**config.mk**
```make
export PLATFORM = sky130hd
export DESIGN_NAME = sig_debounce
export DESIGN_NICKNAME = d
export VERILOG_FILES = /design/src/rtl/deb_pkg.sv /design/src/rtl/sync_chain.sv /design/src/rtl/sig_debounce.sv
export SDC_FILE = /design/constraint.sdc
export NUM_CORES = 1
export LEC_CHECK = 0
export CORE_AREA = 2 2 44 54
export CTS_BUF_LIST = sky130_fd_sc_hd__clkbuf_2 sky130_fd_sc_hd__clkbuf_4 sky130_fd_sc_hd__clkbuf_8
export CTS_CLUSTER_SIZE = 14
export DETAILED_ROUTE_END_ITERATION = 10
export DIE_AREA = 0 0 46 56
export PLACE_DENSITY_LB_ADDON = 0.2
export SETUP_SLACK_MARGIN = 0.05
export SKIP_LAST_GASP = 1
export SLEW_MARGIN = 0
export SYNTH_ARGS = -nofsm -noshare
export SYNTH_HDL_FRONTEND = slang
export SYNTH_SLANG_ARGS = --single-unit
```
**constraint.sdc**
```tcl
create_clock -name clk -period 4 [get_ports clk]
set_input_delay 0.8 -clock clk [delete_from_list [all_inputs] [get_ports clk]]
set_output_delay 0.8 -clock clk [all_outputs]
set_load 0.02 [all_outputs]
```
**src/rtl/deb_pkg.sv**
```systemverilog
// Shared types and helpers for the input debouncer and its synchroniser.
package deb_pkg;

  typedef enum logic {
    ST_STABLE  = 1'b0,
    ST_QUALIFY = 1'b1
  } deb_state_e;

  // Counter must hold values up to STABLE_CYCLES.
  function automatic int unsigned cnt_w(input int unsigned stable_cycles);
    return $clog2(stable_cycles + 1);
  endfunction

endpackage

```
**src/rtl/sync_chain.sv**
```systemverilog
// Plain multi-flop synchroniser for a single asynchronous level.
module sync_chain #(
  parameter int unsigned STAGES    = 2,
  parameter logic        RESET_VAL = 1'b0
) (
  input  logic clk,
  input  logic rst,
  input  logic d,
  output logic q
);

  (* ASYNC_REG = "TRUE", keep = "true" *) logic [STAGES-1:0] sync_q;

  always_ff @(posedge clk or posedge rst) begin
    if (rst) begin
      sync_q <= {STAGES{RESET_VAL}};
    end else begin
      sync_q <= {sync_q[STAGES-2:0], d};
    end
  end

  assign q = sync_q[STAGES-1];

endmodule

```
**src/rtl/sig_debounce.sv**
```systemverilog
// Synchronises and debounces an asynchronous level; counts aborted qualifications.
module sig_debounce
  import deb_pkg::*;
#(
  parameter int unsigned SYNC_STAGES   = 2,
  parameter int unsigned STABLE_CYCLES = 16,
  parameter int unsigned GLITCH_W      = 8,
  parameter logic        RESET_VAL     = 1'b0
) (
  input  logic                clk,
  input  logic                rst,
  input  logic                sig_async,
  input  logic                glitch_clr,
  output logic                sig_clean,
  output logic                bouncing,
  output logic [GLITCH_W-1:0] glitch_cnt
);

  localparam int unsigned      CNT_W    = cnt_w(STABLE_CYCLES);
  localparam logic [CNT_W-1:0] CNT_LAST = CNT_W'(STABLE_CYCLES - 1);

  logic s;

  deb_state_e          state_q, state_d;
  logic [CNT_W-1:0]    cnt_q, cnt_d;
  logic                clean_q, clean_d;
  logic                bouncing_q, bouncing_d;
  logic [GLITCH_W-1:0] glitch_q, glitch_d;
  logic                abort;

  sync_chain #(
    .STAGES    (SYNC_STAGES),
    .RESET_VAL (RESET_VAL)
  ) u_sync (
    .clk (clk),
    .rst (rst),
    .d   (sig_async),
    .q   (s)
  );

  always_comb begin
    state_d    = state_q;
    cnt_d      = cnt_q;
    clean_d    = clean_q;
    bouncing_d = bouncing_q;
    abort      = 1'b0;

    case (state_q)
      ST_STABLE: begin
        if (s != clean_q) begin
          if (STABLE_CYCLES == 1) begin
            clean_d = s;
          end else begin
            cnt_d      = CNT_W'(1);
            bouncing_d = 1'b1;
            state_d    = ST_QUALIFY;
          end
        end
      end
      ST_QUALIFY: begin
        if (s == clean_q) begin
          // Level fell back before qualifying: discard all progress.
          cnt_d      = '0;
          bouncing_d = 1'b0;
          abort      = 1'b1;
          state_d    = ST_STABLE;
        end else if (cnt_q == CNT_LAST) begin
          clean_d    = s;
          cnt_d      = '0;
          bouncing_d = 1'b0;
          state_d    = ST_STABLE;
        end else begin
          cnt_d = cnt_q + 1'b1;
        end
      end
      default: begin
        state_d = ST_STABLE;
      end
    endcase
  end

  // Clear wins over a coincident abort; count saturates at all-ones.
  always_comb begin
    glitch_d = glitch_q;
    if (glitch_clr) begin
      glitch_d = '0;
    end else if (abort && (glitch_q != {GLITCH_W{1'b1}})) begin
      glitch_d = glitch_q + 1'b1;
    end
  end

  always_ff @(posedge clk or posedge rst) begin
    if (rst) begin
      state_q    <= ST_STABLE;
      cnt_q      <= '0;
      clean_q    <= RESET_VAL;
      bouncing_q <= 1'b0;
      glitch_q   <= '0;
    end else begin
      state_q    <= state_d;
      cnt_q      <= cnt_d;
      clean_q    <= clean_d;
      bouncing_q <= bouncing_d;
      glitch_q   <= glitch_d;
    end
  end

  assign sig_clean  = clean_q;
  assign bouncing   = bouncing_q;
  assign glitch_cnt = glitch_q;

endmodule

```
==> results of run 1 <==
cell type report:
cell class,count,area (um2)
fillers,210,975
flip-flops and latches,18,450
multi-input cells,56,399
repair buffers,13,130
clock buffers,4,36.3
well taps,20,25.0
inverters,3,11.3
Yosys cell counts (3+ instances only):
| cell type | instances |
|---|---|
| o21ai_0 | 6 |
| o31ai_1 | 3 |
| nand2_1 | 6 |
| xor2_1 | 3 |
| nor2_1 | 5 |
| nand3_1 | 5 |
| dfrtp_1 | 18 |
| inv_1 | 3 |
| a21oi_1 | 4 |
sequential cells by signal, indices dropped and copies added, names as in the netlist:
signal and flops:
cnt_q 5, glitch_cnt 8, sig_clean 1, u_sync.sync_q 2
state_q 1, bouncing 1
final timing paths:
| check | slack (ns) | start | depth (start not counted) | end |
|---|---|---|---|---|
| worst min-delay path | 0.36 | u_sync.sync_q[0] | 0 | u_sync.sync_q[1] |
| worst max-delay path | 1.76 | sig_clean | 1 | sig_clean |
| worst max register to register | 2.27 | glitch_cnt[0] | 5 | glitch_cnt[5] |
| min in group asynchronous | 0.89 | rst | 2 | u_sync.sync_q[0] |
| max in group asynchronous | 2.68 | rst | 2 | state_q |
| worst min register to register | 0.36 | u_sync.sync_q[0] | 0 | u_sync.sync_q[1] |
power by group:
part	internal [uW]	switching (uW)	total [uW]
Combinational	14.8	17.5	32.3
Sequential	188	7.41	196
Clock	55.5	57.1	113
Total	259	81.9	341
cells by family (layout without fill, tap and decap cells):
| kind of cell | count (synthesis) | after routing | synth area share |
|---|---|---|---|
| muxes | 3 | 3 | 0.0360 |
| DFF | 18 | 18 | 0.519 |
| buffers and inverters | 5 | 20 | 0.0216 |
| xor gates and xnor gates | 4 | 4 | 0.0620 |
| adders and majority gates | 2 | 2 | 0.0288 |
| AOI/OAI and AO/OA | 20 | 20 | 0.160 |
| and+or+nand+nor | 27 | 27 | 0.173 |
layer usage:
layer | up-vias | global-route usage | wire length [um]
li1 | 322 | - | -
met1 | 318 | 0.199 | 692
met2 | 10 | 0.226 | 774
met3 | 5 | 0.0292 | 37
met4 | 0 | 0.0857 | 46
met5 | - | 0 | 0
per-stage QoR:
stage | setup slack [ns] | total power (uW) | area (um2) | instances | hold slack, ns
2_1_floorplan | 2.32 | 220 | 868 | 79 | 0.331
3_3_place_gp | 2.10 | 231 | 1020 | 110 | 0.336
3_5_place_dp | 2.09 | 232 | 1020 | 110 | 0.341
4_1_cts | 1.74 | 346 | 1050 | 114 | 0.365
5_1_grt | 1.69 | 362 | 1050 | 114 | 0.381
6_report | 1.76 | 341 | 1050 | 114 | 0.362
==> key figures, run 1 <==
Worst setup path
  • Crit path arrival time: 1.44 ns
  • Worst path bufs/invs: 1
  • Crit path largest cell delay: ~0.65 ns
  • Slowest CP cell: clkdlybuf4s50_1
  • Kind of critical path: register to primary output
  • Crit-path cells: clkdlybuf4s50_1
  • CP Data Required Time: between 3 and 4 ns
  • Setup crit start kind: register
  • Maximum net fanout on the critical path: 4
  • Critical Path End Type: primary output
  • CP top delay family: buffers and inverters

Final layout
  • Post-layout net count: a little over 100
  • ANT cells: 0
  • Area grow syn2layout: 21.2%
  • Most common cell after layout, fill and taps aside: dfrtp_1
  • Final core occ: 0.519
  • Share of cells above drive strength 1: 0.0957
  • Most frequent cells in the layout: 18 x dfrtp_1, 13 x clkdlybuf4s50_1, 6 x o21ai_0, 6 x nand2_1

Die
  • I/O pins: 14
  • Die area: 2580 um2
  • DIE HEIGHT: 56 um
  • Rows: 18
  • Die width: between 40 and 50 um
  • Core box area: 2030 um2
  • Initial Utilization: 0.428

Power and ir drop
  • Max VDD drop: between 200 and 250 uV
  • Leakage: ~0.00046 uW
  • PD cells: between 300 and 400 nW/um2

Global route
  • Vias in the first global route: ~670
  • Total grt overflow: 0
  • First-pass GRT wire length: just under 3000 um
  • Total track usage: 0.152
  • Largest net degree at the start of global routing: 19
  • Initial antenna violation count: 0

Timing
  • Period utilisation layout: 0.560
  • Final hold viol count: 0
  • Max Freq: ~0.45 GHz
  • Max-slew headroom: 0.550
  • Worst Max-Slew Pin Slew: 0.674 ns
  • Final Slew Violations: 0
  • Tmin final: 2.24 ns
  • Skew final: approximately 0.0016 ns
  • Final Setup Violations: 0
  • RSZ-0062 raised after global routing: no
  • Setup tns final: 0 ns

Clock tree
  • Cts hold-fix bufs: 0
  • Clock slew at reported path FFs: ~0.1 ns
  • Clk Latency, worst-skew pair: about 0.3 ns
  • Setup Buffers After CTS: 0
  • # clock sinks: 18
  • H-tree Lvls: 1
  • Post-CTS Resized: 0
  • Total CTS buffers: 3
  • Root buffer cell: clkbuf_4
  • Bufs on Longest Clock Path: 2
  • CTS tree: done

Placement
  • HPWL after detailed placement: about 1100 um
  • # port buffers: 13
  • RePlAce Congestion: between 0.7 and 0.8

Yosys
  • Ys async rst share: 1.00
  • Syn_nets: 85
  • Primary FF master, synth: dfrtp_1
  • Synth top area share: 0.519
  • EDFF count, synth: 0
  • Seq cells post-synth: 18
  • Area contributors post-synth: dfrtp_1 52%, o21ai_0 3.5%, xnor2_4 3.2%, xor2_1 3.0%, ha_1 2.9%
  • Sequential-to-total area share from yosys stat: 0.519
  • Post-synthesis instance area: just under 900 um2
  • Syn Area/Cell: roughly 11 um2
  • Post-Synthesis Cells: a little under 80
  • Largest area contributor in the netlist: dfrtp_1
  • Synth warn: 0
  • Netlist cell types: 29

Route
  • Residual DRC: 0
  • WL final: 1550 um
  • Detail Route Antenna Nets: 0
  • DR pass1 iterations: 4
  • Vias per cell: ~5.7
  • Via count: 655
  • Iteration-0 DRC count of the detailed router: 2
  • Routed WL per cell: around 14 um

Job
  • Max-cap violations: 0

Outcome
  • Status: complete, no violations

Min path
  • Min-delay worst type: register to register
Note: power is estimated with default switching activity, not from simulation.
==> run 2: changes to the inputs <==
==> constraint.sdc (replaced) <==
create_clock -name clk -period 2 [get_ports clk]
set_input_delay 0.4 -clock clk [delete_from_list [all_inputs] [get_ports clk]]
set_output_delay 0.4 -clock clk [all_outputs]
set_load 0.02 [all_outputs]
==> run 2 against run 1 <==
Combinational power up 120%; setup slack got worse by 1.6 ns; critical path type unchanged; routed wire length rose by 7.6%; via count rose by 4.7%; total power rose by 100%; critical path depth did not move; critical endpoint unchanged; first-iteration DRC count rose to 5.0 times the previous value; global-route usage is 0.083 points higher; core utilization rose by 1.1 points; register-to-register slack worse by 2.0 ns; design area is 2.1% higher; non-clock buffer count rose by 3.
==> key figures, run 2 (synthesized netlist as in run 1, its figures left out) <==
Timing
  • Final Setup Violations: 0
  • Worst hold margin: approximately 0.37 ns
  • Max-slew headroom: 0.788
  • Final Slew Violations: 0
  • Max Freq: 0.544 GHz
  • Worst Max-Slew Pin Slew: 0.318 ns
  • Tmin final: between 1.5 and 2 ns
  • RSZ-0062 raised after global routing: no
  • Skew final: about 0.0006 ns
  • Setup tns final: 0 ns
  • Period utilisation layout: 0.920
  • Final hold viol count: 0

Die
  • Rows: 18
  • DIE HEIGHT: between 50 and 60 um
  • Die width: approximately 46 um
  • Core box area: 2030 um2
  • I/O pins: 14
  • Initial Utilization: 0.428
  • Die area: between 2000 and 3000 um2

Final layout
  • Area grow syn2layout: 23.8%
  • ANT cells: 0
  • Most frequent cells in the layout: 18 x dfrtp_1, 13 x clkdlybuf4s50_1, 6 x o21ai_0, 6 x nand2_1
  • Most common cell after layout, fill and taps aside: dfrtp_1
  • Non-filler instance count after layout: around 120
  • Share of cells above drive strength 1: 0.124
  • Max reg flops: 8
  • Post-layout net count: approximately 100
  • Design area: 1070 um2

Worst setup path
  • CP top delay family: buffers and inverters
  • Crit-path cells: clkdlybuf4s50_1
  • Crit path arrival time: around 1.4 ns
  • Maximum net fanout on the critical path: 4
  • Kind of critical path: register to primary output
  • Slowest CP cell: clkdlybuf4s50_1
  • Setup crit start kind: register
  • Crit path largest cell delay: 0.65 ns
  • Critical Path End Type: primary output
  • CP Data Required Time: approximately 1.6 ns
  • Worst path bufs/invs: 1

Job
  • Max-cap violations: 0

Placement
  • HPWL after detailed placement: roughly 1200 um
  • RePlAce Congestion: 0.734
  • Placed instance area: ~1000 um2
  • Placed Cells incl. Taps: about 110
  • # port buffers: 13

Route
  • Iteration-0 DRC count of the detailed router: 10
  • WL final: roughly 1700 um
  • Vias per cell: roughly 5.9
  • Routed WL per cell: around 14 um
  • DR pass1 iterations: 4
  • Detail Route Antenna Nets: 0
  • Residual DRC: 0
  • Via count: 686

Global route
  • First-pass GRT wire length: 2930 um
  • Vias in the first global route: ~670
  • Total track usage: 0.153
  • Total grt overflow: 0
  • Initial antenna violation count: 0
  • Largest net degree at the start of global routing: 19

Clock tree
  • Clock slew at reported path FFs: 0.10 ns
  • Total CTS buffers: 3
  • Clk Latency, worst-skew pair: just under 0.3 ns
  • Cts hold-fix bufs: 0
  • Bufs on Longest Clock Path: 2
  • # clock sinks: 18
  • Setup Buffers After CTS: 0
  • CTS tree: done
  • H-tree Lvls: 1
  • Root buffer cell: clkbuf_4
  • Post-CTS Resized: 0

Power and ir drop
  • Clock power frac: 0.324
  • PD cells: roughly 630 nW/um2
  • Sw Pwr: 161 uW
  • Max VDD drop: about 470 uV
  • Logic pwr share: 0.106
  • Leakage: roughly 0.00048 uW
  • Switching share of power: 0.236
  • Sequential share of power: 0.570
  • Internal: around 520 uW

Min path
  • Min-delay worst type: register to register

Outcome
  • Status: complete, no violations
[run 2: cell types whose count changed in the layout (fill, tap and decap cells not counted)]
cell / delta
buf_4: +3
[run 2: worst paths after layout]
check | endpoint | cells past startpoint | from | slack [ns]
setup / recovery | sig_clean | 1 | sig_clean | 0.16
hold / removal | u_sync.sync_q[1] | 0 | u_sync.sync_q[0] | 0.37
setup reg to reg | glitch_cnt[5] | 5 | glitch_cnt[0] | 0.29
hold reg to reg | u_sync.sync_q[1] | 0 | u_sync.sync_q[0] | 0.37
max in group asynchronous | glitch_cnt[4] | 3 | rst | 1.39
min in group asynchronous | u_sync.sync_q[0] | 3 | rst | 0.42
[run 2: area by class of cell]
cell class,instances,area (um2)
Clock buffer,4,36.3
Fill cell,183,952
Inverter,3,11.3
Multi-Input combinational cell,56,399
Sequential cell,18,450
Tap cell,20,25.0
Timing Repair Buffer,16,153
[run 2: power by group through the flow]
stage | registers, uW | logic [uW] | clock network (uW)
after floorplan | 400 | 38.5 | 0
after global placement | 395 | 72.1 | 0
after detailed placement | 397 | 73.0 | 0
after CTS | 389 | 73.3 | 227
after global routing | 391 | 81.2 | 244
final | 389 | 72.4 | 221
[run 2: metal layers]
metal,part of all wire,GRT usage
met4,0.015,0.0612
met3,0.033,0.0325
met5,0,0
met1,0.44,0.183
met2,0.51,0.254
[run 2: per-stage QoR]
step | util | setup WS [ns] | power [uW]
final | 0.530 | 0.160 | 682
after detailed placement | 0.512 | 0.304 | 470
after global placement | 0.512 | 0.373 | 467
after floorplan | - | 0.315 | 439
after global routing | 0.530 | 0.105 | 716
after CTS | 0.530 | 0.136 | 689
